### config.mk
export PLATFORM = sky130hd
export DESIGN_NAME = snn_step_ctrl_flat
export DESIGN_NICKNAME = d
export VERILOG_FILES = /design/src/rtl/snn_pkg.sv /design/src/rtl/snn_step_ctrl_if.sv /design/src/rtl/snn_step_ctrl_syn_pick.sv /design/src/rtl/snn_step_ctrl.sv /design/src/flat_wrapper.sv
export SDC_FILE = /design/constraint.sdc
export NUM_CORES = 1
export LEC_CHECK = 0
export BUFFER_PORTS_ARGS = -buffer_cell sky130_fd_sc_hd__buf_2
export CORE_ASPECT_RATIO = 0.6
export CORE_MARGIN = 8
export CORE_UTILIZATION = 56
export CTS_CLUSTER_DIAMETER = 200
export DETAILED_ROUTE_END_ITERATION = 8
export PLACE_DENSITY = 0.82
export SLEW_MARGIN = 30
export SYNTH_ARGS = -nofsm -noshare
export SYNTH_HDL_FRONTEND = slang
export SYNTH_SLANG_ARGS = --single-unit
### constraint.sdc
create_clock -name clk -period 2.3 [get_ports clk]
set_clock_uncertainty 0.15 [all_clocks]
set_input_delay 0.23 -clock clk [delete_from_list [all_inputs] [get_ports clk]]
set_output_delay 0.23 -clock clk [all_outputs]
set_load 0.005 [all_outputs]
### src/rtl/snn_pkg.sv
// rtl/snn_pkg.sv - shared phase codes, state type and sizing constants for the SNN core
package snn_pkg;

  localparam int N_NUM = 32;
  localparam int G_NUM = 4;
  localparam int N_SZ  = $clog2(N_NUM);
  localparam int G_SZ  = $clog2(G_NUM);
  localparam int GS_W  = 2 * G_NUM;

  typedef enum logic [2:0] {
    ST_IDLE     = 3'b000,
    ST_SET      = 3'b001,
    ST_SYN_ACCU = 3'b010,
    ST_DECAY    = 3'b011,
    ST_PDE      = 3'b100,
    ST_FINISH   = 3'b101,
    ST_DONE     = 3'b110
  } state_t;

endpackage

### src/rtl/snn_step_ctrl_if.sv
// rtl/snn_step_ctrl_if.sv - run control, SRAM, synapse and PDE signals of the timestep sequencer
interface snn_step_ctrl_if #(
  parameter int G_NUM  = snn_pkg::G_NUM,
  parameter int STEP_W = 8,
  parameter int IDX_W  = 2
);
  logic                  start;
  logic [STEP_W-1:0]     num_steps;
  logic [G_NUM-1:0]      gs_code_0;
  logic [G_NUM-1:0]      gs_code_1;
  logic                  gs_valid;
  logic                  syn_ready;
  logic [2:0]            state;
  logic                  sram_access;
  logic                  shift_en;
  logic [2*G_NUM-1:0]    syn_en;
  logic                  syn_valid;
  logic                  decay_en;
  logic                  pde_en;
  logic [IDX_W-1:0]      pde_idx;
  logic [STEP_W-1:0]     step_cnt;
  logic                  busy;
  logic                  done;

  modport master (
    input  start, num_steps, gs_code_0, gs_code_1, gs_valid, syn_ready,
    output state, sram_access, shift_en, syn_en, syn_valid, decay_en, pde_en,
           pde_idx, step_cnt, busy, done
  );

  modport slave (
    output start, num_steps, gs_code_0, gs_code_1, gs_valid, syn_ready,
    input  state, sram_access, shift_en, syn_en, syn_valid, decay_en, pde_en,
           pde_idx, step_cnt, busy, done
  );
endinterface

### src/rtl/snn_step_ctrl_syn_pick.sv
// rtl/snn_step_ctrl_syn_pick.sv - one-hot highest set bit of a group mask plus any-bit flag
module syn_pick
  import snn_pkg::*;
#(
  parameter int W = GS_W
) (
  input  logic [W-1:0] mask,
  output logic [W-1:0] onehot,
  output logic         any
);
  // Ascending scan: the last hit wins, so the highest group is selected.
  always_comb begin
    onehot = '0;
    for (int i = 0; i < W; i++) begin
      if (mask[i]) begin
        onehot    = '0;
        onehot[i] = 1'b1;
      end
    end
    any = |mask;
  end
endmodule

### src/rtl/snn_step_ctrl.sv
// rtl/snn_step_ctrl.sv - SNN timestep sequencer: SET, SYN_ACCU, DECAY, PDE, FINISH per step
// Optional build macro SNN_SKIP_EMPTY_EN: an empty group mask skips SYN_ACCU entirely.
module snn_step_ctrl
  import snn_pkg::*;
#(
  parameter int N_NUM     = snn_pkg::N_NUM,
  parameter int G_NUM     = snn_pkg::G_NUM,
  parameter int PDE_LANES = 8,
  parameter int DECAY_CYC = 2,
  parameter int STEP_W    = 8,
  localparam int W        = 2 * G_NUM,
  localparam int PDE_BLK  = N_NUM / PDE_LANES,
  localparam int IDX_W    = (PDE_BLK > 1) ? $clog2(PDE_BLK) : 1,
  localparam int DC_W     = (DECAY_CYC > 1) ? $clog2(DECAY_CYC) : 1
) (
  input  logic              clk,
  input  logic              rst,
  snn_step_ctrl_if.master   bus
);
  state_t            st;
  logic [W-1:0]      mask;
  logic [W-1:0]      gs_cat;
  logic [W-1:0]      pick_in;
  logic [W-1:0]      pick_oh;
  logic              pick_any;
  logic [STEP_W-1:0] num_lat;
  logic [STEP_W-1:0] step_nxt;
  logic [DC_W-1:0]   dcnt;

  assign gs_cat   = {bus.gs_code_0, bus.gs_code_1};
  // In SET the picker looks at the incoming code; afterwards at the mask minus the granted group.
  assign pick_in  = (st == ST_SET) ? gs_cat : (mask & ~bus.syn_en);
  assign step_nxt = bus.step_cnt + 1'b1;
  assign bus.state = st;

  syn_pick #(.W(W)) u_pick (
    .mask   (pick_in),
    .onehot (pick_oh),
    .any    (pick_any)
  );

  always_ff @(posedge clk or negedge rst) begin
    if (!rst) begin
      st              <= ST_IDLE;
      mask            <= '0;
      num_lat         <= '0;
      dcnt            <= '0;
      bus.sram_access <= 1'b0;
      bus.shift_en    <= 1'b0;
      bus.syn_en      <= '0;
      bus.syn_valid   <= 1'b0;
      bus.decay_en    <= 1'b0;
      bus.pde_en      <= 1'b0;
      bus.pde_idx     <= '0;
      bus.step_cnt    <= '0;
      bus.busy        <= 1'b0;
      bus.done        <= 1'b0;
    end else begin
      bus.shift_en <= 1'b0;
      case (st)
        ST_IDLE: begin
          if (bus.start) begin
            num_lat      <= bus.num_steps;
            bus.step_cnt <= '0;
            if (bus.num_steps == '0) begin
              st       <= ST_DONE;
              bus.done <= 1'b1;
            end else begin
              st              <= ST_SET;
              bus.sram_access <= 1'b1;
              bus.busy        <= 1'b1;
            end
          end
        end
        ST_SET: begin
          if (bus.gs_valid) begin
            mask            <= gs_cat;
            bus.sram_access <= 1'b0;
            bus.shift_en    <= 1'b1;
`ifdef SNN_SKIP_EMPTY_EN
            if (!pick_any) begin
              st           <= ST_DECAY;
              bus.decay_en <= 1'b1;
              dcnt         <= '0;
            end else
`endif
            begin
              st            <= ST_SYN_ACCU;
              bus.syn_en    <= pick_oh;
              bus.syn_valid <= pick_any;
            end
          end
        end
        ST_SYN_ACCU: begin
          if (!bus.syn_valid || bus.syn_ready) begin
            mask          <= pick_in;
            bus.syn_en    <= pick_oh;
            bus.syn_valid <= pick_any;
            if (!pick_any) begin
              st           <= ST_DECAY;
              bus.decay_en <= 1'b1;
              dcnt         <= '0;
            end
          end
        end
        ST_DECAY: begin
          if (dcnt == DC_W'(DECAY_CYC - 1)) begin
            st           <= ST_PDE;
            bus.decay_en <= 1'b0;
            bus.pde_en   <= 1'b1;
            bus.pde_idx  <= '0;
          end else begin
            dcnt <= dcnt + 1'b1;
          end
        end
        ST_PDE: begin
          if (bus.pde_idx == IDX_W'(PDE_BLK - 1)) begin
            st          <= ST_FINISH;
            bus.pde_en  <= 1'b0;
            bus.pde_idx <= '0;
          end else begin
            bus.pde_idx <= bus.pde_idx + 1'b1;
          end
        end
        ST_FINISH: begin
          bus.step_cnt <= step_nxt;
          if (step_nxt == num_lat) begin
            st       <= ST_DONE;
            bus.busy <= 1'b0;
            bus.done <= 1'b1;
          end else begin
            st              <= ST_SET;
            bus.sram_access <= 1'b1;
          end
        end
        ST_DONE: begin
          if (!bus.start) begin
            st       <= ST_IDLE;
            bus.done <= 1'b0;
          end
        end
        default: begin
          st              <= ST_IDLE;
          mask            <= '0;
          bus.sram_access <= 1'b0;
          bus.syn_en      <= '0;
          bus.syn_valid   <= 1'b0;
          bus.decay_en    <= 1'b0;
          bus.pde_en      <= 1'b0;
          bus.pde_idx     <= '0;
          bus.busy        <= 1'b0;
          bus.done        <= 1'b0;
        end
      endcase
    end
  end
endmodule

### src/flat_wrapper.sv
// flat-port wrapper written by rule: the top's interface ports become plain ports
module snn_step_ctrl_flat import snn_pkg::*;
#(
  parameter int N_NUM     = snn_pkg::N_NUM,
  parameter int G_NUM     = snn_pkg::G_NUM,
  parameter int PDE_LANES = 8,
  parameter int DECAY_CYC = 2,
  parameter int STEP_W    = 8,
  localparam int W        = 2 * G_NUM,
  localparam int PDE_BLK  = N_NUM / PDE_LANES,
  localparam int IDX_W    = (PDE_BLK > 1) ? $clog2(PDE_BLK) : 1,
  localparam int DC_W     = (DECAY_CYC > 1) ? $clog2(DECAY_CYC) : 1
)
  (clk, rst, bus_start, bus_num_steps, bus_gs_code_0, bus_gs_code_1, bus_gs_valid, bus_syn_ready, bus_state, bus_sram_access, bus_shift_en, bus_syn_en, bus_syn_valid, bus_decay_en, bus_pde_en, bus_pde_idx, bus_step_cnt, bus_busy, bus_done);
  snn_step_ctrl_if #(.G_NUM(G_NUM), .STEP_W(STEP_W)) bus_i ();
  input  logic clk;
  input  logic rst;
  input wire logic [$bits(bus_i.start)-1:0] bus_start;
  input wire logic [$bits(bus_i.num_steps)-1:0] bus_num_steps;
  input wire logic [$bits(bus_i.gs_code_0)-1:0] bus_gs_code_0;
  input wire logic [$bits(bus_i.gs_code_1)-1:0] bus_gs_code_1;
  input wire logic [$bits(bus_i.gs_valid)-1:0] bus_gs_valid;
  input wire logic [$bits(bus_i.syn_ready)-1:0] bus_syn_ready;
  output wire logic [$bits(bus_i.state)-1:0] bus_state;
  output wire logic [$bits(bus_i.sram_access)-1:0] bus_sram_access;
  output wire logic [$bits(bus_i.shift_en)-1:0] bus_shift_en;
  output wire logic [$bits(bus_i.syn_en)-1:0] bus_syn_en;
  output wire logic [$bits(bus_i.syn_valid)-1:0] bus_syn_valid;
  output wire logic [$bits(bus_i.decay_en)-1:0] bus_decay_en;
  output wire logic [$bits(bus_i.pde_en)-1:0] bus_pde_en;
  output wire logic [$bits(bus_i.pde_idx)-1:0] bus_pde_idx;
  output wire logic [$bits(bus_i.step_cnt)-1:0] bus_step_cnt;
  output wire logic [$bits(bus_i.busy)-1:0] bus_busy;
  output wire logic [$bits(bus_i.done)-1:0] bus_done;
  assign bus_i.start = bus_start;
  assign bus_i.num_steps = bus_num_steps;
  assign bus_i.gs_code_0 = bus_gs_code_0;
  assign bus_i.gs_code_1 = bus_gs_code_1;
  assign bus_i.gs_valid = bus_gs_valid;
  assign bus_i.syn_ready = bus_syn_ready;
  assign bus_state = bus_i.state;
  assign bus_sram_access = bus_i.sram_access;
  assign bus_shift_en = bus_i.shift_en;
  assign bus_syn_en = bus_i.syn_en;
  assign bus_syn_valid = bus_i.syn_valid;
  assign bus_decay_en = bus_i.decay_en;
  assign bus_pde_en = bus_i.pde_en;
  assign bus_pde_idx = bus_i.pde_idx;
  assign bus_step_cnt = bus_i.step_cnt;
  assign bus_busy = bus_i.busy;
  assign bus_done = bus_i.done;
  snn_step_ctrl #(.N_NUM(N_NUM), .G_NUM(G_NUM), .PDE_LANES(PDE_LANES), .DECAY_CYC(DECAY_CYC), .STEP_W(STEP_W)) u_core (.clk(clk), .rst(rst), .bus(bus_i));
endmodule
== After elaboration in Yosys (flattened, before gate mapping) ==
Index checks and enable logic that the tools add are counted.

* Memories: 0
* Word-level logic and storage cells: 126
* Output and inout bits: 28
* Bits in latches: 0
* Memory bits (writable): 0
* Input bits: 21
* ROM bits: 0
* Bits in registers: 45

* Multipliers: 0
* Shifts and indexed selects: 0
* Muxes and demuxes: 58
* Add/sub/neg operators: 3
* Order comparisons: 0
* Bitwise gates (word level): 8
* Divide/modulo/power cells: 0
* Reductions and logical operators: 24
* Equality and inequality tests: 19

{| class="wikitable"
|+ Operators with widths
! kind !! count
|-
| 8-bit 2-to-1 mux || 13
|-
| 8-bit one-hot mux with 3 select lines || 2
|-
| 3-bit 2-to-1 mux || 9
|-
| 1-bit 2-to-1 mux || 22
|-
| 3-bit one-hot mux with 7 select lines || 1
|-
| 5-bit OR reduction || 4
|-
| 8-bit one-hot mux with 2 select lines || 1
|-
| 2-bit != test (second input constant) || 6
|-
| 1-bit one-hot mux with 3 select lines || 4
|-
| 2-bit by 1-bit != test with 1-bit output (second input constant) || 5
|-
| 5-bit AND reduction || 2
|-
| 3-bit == test (second input constant) || 3
|-
| 3-bit AND reduction || 3
|-
| 8-bit by 1-bit adder with 8-bit output (second input constant) || 1
|-
| 8-bit AND || 1
|-
| 8-bit == test || 1
|-
| 8-bit zero test || 1
|-
| 8-bit NOT || 1
|-
| 1-bit one-hot mux with 4 select lines || 2
|-
| 4-bit AND reduction || 2
|-
| 4-bit OR reduction || 2
|-
| 8-bit OR reduction || 1
|-
| 7-bit AND reduction || 1
|-
| 3-bit by 2-bit == test with 1-bit output (second input constant) || 2
|-
| other kinds (13) || 22
|}

== Longest topological paths before layout ==
* Depth in word-level cells: 13
* Mapped depth: 7
* Depth with buffers taken out: 7

== Modules after synthesis ==
A second synthesis with hierarchy kept.

* Cells, all modules: 297
* Area, all modules: 2,622.5 um^2

{| class="wikitable"
|+ By module, submodules not included
! module !! sequential area each (um^2) !! instances !! cells an instance !! area each (um^2)
|-
| snn_step_ctrl || 1,126.1 || 1 || 285 || 2,526.2
|-
| syn_pick || 0.0 || 1 || 12 || 96.3
|}

== Worst setup path after synthesis ==
Ideal clock, no wire load.

* Path type: reg-to-reg
* Start point: register u_core.bus.step_cnt[1] (netlist bit)
* End point: register u_core.bus.sram_access
* Required time: 2.024 ns
* Setup time: 0.126 ns
* Period minus slack after synthesis: 1.851 ns
* Stages on the path, launching flop included: 8
* Data arrival time: 1.575 ns
* Path slack: 0.449 ns
* Buffers on the path: 1
* Path through: dfrtp_1 ha_1 buf_2 o21ai_0 o22ai_1 a21oi_1 nand4_2 a221o_1

* Cells in the longest elaborated chain, start to end: 4

{| class="wikitable"
|+ RTL lines
! item !! line !! RTL
|-
| start, declared || snn_step_ctrl_if.sv:28 || <nowiki>pde_idx, step_cnt, busy, done</nowiki>
|-
| start signal, assigned || snn_step_ctrl.sv:126 || <nowiki>bus.step_cnt <= step_nxt;</nowiki>
|-
| 8-bit by 1-bit adder with 8-bit output || snn_step_ctrl.sv:33 || <nowiki>assign step_nxt = bus.step_cnt + 1'b1;</nowiki>
|-
| 8-bit == test || snn_step_ctrl.sv:127 || <nowiki>if (step_nxt == num_lat) begin</nowiki>
|-
| 2-bit != test (no source line) || - ||
|-
| 5-bit AND reduction (no source line) || - ||
|-
| end signal, assigned || snn_step_ctrl.sv:48 || <nowiki>bus.sram_access <= 1'b0;</nowiki>
|-
| end signal, assigned || snn_step_ctrl.sv:133 || <nowiki>bus.sram_access <= 1'b1;</nowiki>
|-
| end signal, assigned || snn_step_ctrl.sv:145 || <nowiki>bus.sram_access <= 1'b0;</nowiki>
|-
| end, declared || snn_step_ctrl_if.sv:27 || <nowiki>output state, sram_access, shift_en, syn_en, syn_valid, decay_en, pde_en,</nowiki>
|}

No other way between the ends.
A chain may end at the register's enable or synchronous reset.

== Worst setup path after layout ==
Same ends and word-level chain as after synthesis.

==> qor.csv <==
metric,value,unit
status,"finished, final reports clean",
setup_viol,0,
ys_ff_latch,45,
dr.first_iter.drc_count,222,
synth_edf_count,0,
synth.most_common_cell,dfrtp_1,
gp_congestion,0.885,
finalNonFillerCells,411,
cts_tree,yes,
setup-tns-final,0,ns
path_buf_inv,0,
grt_overflow,0,
async_flop_share,100,%
slowest_delay,0.47,ns
seq_area,1130,um2
period_minus_slack,2.06,ns
hold_violations,0,
wl_per_cell,16.8,um
core-area,4590,um2
grt_pass1_wl,11400,um
hp-start,bus_num_steps[2],
start_kind,register,
cts.sinks,45,
cts-buffers-inserted,5,
rr_endpoint,u_core.bus.sram_access$_DFFE_PN0P_,
clockRootBuffer,clkbuf_8,
yosys_warnings,0,
rsz0062_at_grt,false,
postCtsSetupBuffers,0,
ys_top_cells_by_area,"dfrtp_1 (42%), nand2_1 (5.6%), a21oi_1 (4.1%)",
num_io_pins,49,
cts_max_level,2,
required,2.33,ns
rows,19,
crit_type,reg -> reg,
timing.rr.start,u_core.bus.step_cnt[1]$_DFFE_PN0P_,
r2r_setup_slack,0.24,ns
grt_pass1_vias,2177,
postPlaceCellArea,3030,um2
avgSynthCellArea,9.14,um2
critPathTopFamily,simple AND/OR/NAND/NOR gates,
postLayoutCellArea,3130,um2
slowest_stage,dfrtp_1,
grtUsageTotal,18.9,%
path_max_fanout,7,
maxCapViolations,0,
finalCritPeriodShare,89.4,%
syn_area,2690,um2
initial_core_util,58.5,%
reg2regPathDepth,5,
min_path_cells,3,
synthCells,294,
synthFlopType,dfrtp_1,
slew_headroom,61.0,%
tightest_slew,0.585,ns
drc,0,
die_area,7340,um2
grt_max_degree,46,
n_antenna_cell,0,
synth-seq-area-share,41.9,%
synth_top_area_share,41.9,%
worstSetupEndpointType,register,
leakage,0.00137,uW
nets,371,
synth_top_cell_by_area,dfrtp_1,
vias,2436,
drive_above_1_share,27.6,%
cp_cell_sequence,ha_2 -> xor2_1 -> nor3_2 -> nand4_2 -> a221o_1,
dp_hpwl,5170,um
area_delta_synth_final,16.4,%
hp-class,in -> reg,
dpl.cell_count,403,
synth_common_cells,"dfrtp_1 (45), nand2_1 (40), a21oi_1 (22), nor2_1 (18), o21ai_0 (14)",
crit_arrival,2.09,ns
clock.fmax,486,MHz
vdd.ir_drop.worst,0.689,mV
port_buffers,48,
die_h,69.7,um
die_width,105,um
first_pass_iters,5,
path_clk_slew,0.08,ns
vias_per_cell,5.93,
multiInputGateArea,1440,um2
insertion_delay,0.30,ns
wl,6900,um
hold_end,u_core.num_lat[2]$_DFFE_PN0P_,
clockBufferDepth,2,
report.final.slew_viol_count,0,
ant_nets,0,
syn_nets,317,
synthDistinctLibCells,61,
power.density,1170,nW/um2
num-fill-cells,365,
antenna_found_initial,0,
-- placed cells by master (no fill, tap or decap), types with 3 or more instances in the layout --
cell type / instances
a32o_1: 8
nand3b_1: 3
inv_1: 7
dfrtp_1: 45
buf_2: 48
nor2b_1: 7
nand2_1: 40
a31oi_1: 8
o21ai_0: 14
a311oi_1: 4
nand3_1: 6
nor2_1: 18
xor2_1: 3
xnor2_1: 7
nand2b_1: 10
buf_4: 16
mux2_2: 7
o22ai_1: 4
nor3b_1: 3
o21ai_1: 12
nor3_1: 3
clkbuf_8: 6
a21oi_1: 22
-- state kept, by name (all words and copies together) (netlist names), 2 cells and up --
signal,cells
u_core.bus.pde_idx,2
u_core.bus.state,3
u_core.bus.step_cnt,8
u_core.bus.syn_en,8
u_core.mask,8
u_core.num_lat,8
-- worst reg2reg max path, cell delays in order, from the launching register on --
cell and delay (ns):
dfrtp_1 0.47, ha_2 0.34, xor2_1 0.15, nor3_2 0.28, nand4_2 0.21, a221o_1 0.33
-- worst max path at each step --
stage / slack (ns) / cells after the start / to / start
final: 0.24 / 5 / u_core.bus.sram_access$_DFFE_PN0P_ / u_core.bus.step_cnt[1]$_DFFE_PN0P_
after global routing: 0.10 / 7 / u_core.bus.state[2]$_DFFE_PN0P_ / u_core.bus.state[1]$_DFFE_PN0P_
after CTS: 0.18 / 6 / u_core.bus.sram_access$_DFFE_PN0P_ / u_core.bus.step_cnt[1]$_DFFE_PN0P_
after floorplan: 0.45 / 7 / u_core.bus.sram_access$_DFFE_PN0P_ / u_core.bus.step_cnt[1]$_DFFE_PN0P_
after global placement: 0.29 / 6 / u_core.bus.sram_access$_DFFE_PN0P_ / u_core.bus.step_cnt[1]$_DFFE_PN0P_
after detailed placement: 0.20 / 6 / u_core.bus.sram_access$_DFFE_PN0P_ / u_core.bus.step_cnt[1]$_DFFE_PN0P_
-- power breakdown --
part / internal (uW) / total [uW] / switching (uW) / leakage [uW]
clock: 239 / 496 / 258 / 0.0000443
sequential: 1070 / 1330 / 257 / 0.000570
combinational: 803 / 1840 / 1030 / 0.000759
-- cell type report --
| type | count | share of cell area (%) |
|---|---|---|
| sequential | 45 | 36.0 |
| timing repair buffer | 65 | 11.8 |
| inverter | 8 | 0.960 |
| tap | 63 | 2.52 |
| multi-input combinational | 223 | 45.9 |
| clock buffer | 7 | 2.76 |
-- metal layers --
layer | global-route usage (%) | part of all wire (%)
met1 | 29.8 | 50
met2 | 24.5 | 40
met3 | 4.64 | 9.0
met4 | 3.77 | 0.52
met5 | 0 | 0
-- kinds of logic after synthesis --
family                     Yosys count  share of synthesized area (%)
xor gates and xnor gates            11                           3.87
DFF                                 45                           41.9
AOI/OAI and AO/OA                   88                           21.5
buffers and inverters               26                           4.70
and+or+nand+nor                    113                           23.4
muxes                                9                           3.68
adders and majority gates            2                          0.931
-- through the flow --
step | power, uW | utilization [%] | setup slack (ns) | hold WS (ns)
floorplan | 2560 | - | 0.449 | -0.216
global placement | 3070 | 66.0 | 0.286 | 0.203
detailed placement | 3140 | 66.0 | 0.203 | 0.206
CTS | 3640 | 68.1 | 0.176 | 0.0126
global route | 3930 | 68.2 | 0.104 | 0.0220
finish | 3660 | 68.2 | 0.244 | 0.0117
-- timing repair --
| item | in CTS | in global routing |
|---|---|---|
| hold buffers | 1 | 0 |
| gates resized for setup | 0 | 1 |
| setup endpoints to repair | 0 | 1 |
| hold endpoints to repair | 45 | 0 |
No activity file was read; power rests on OpenSTA's default activity.
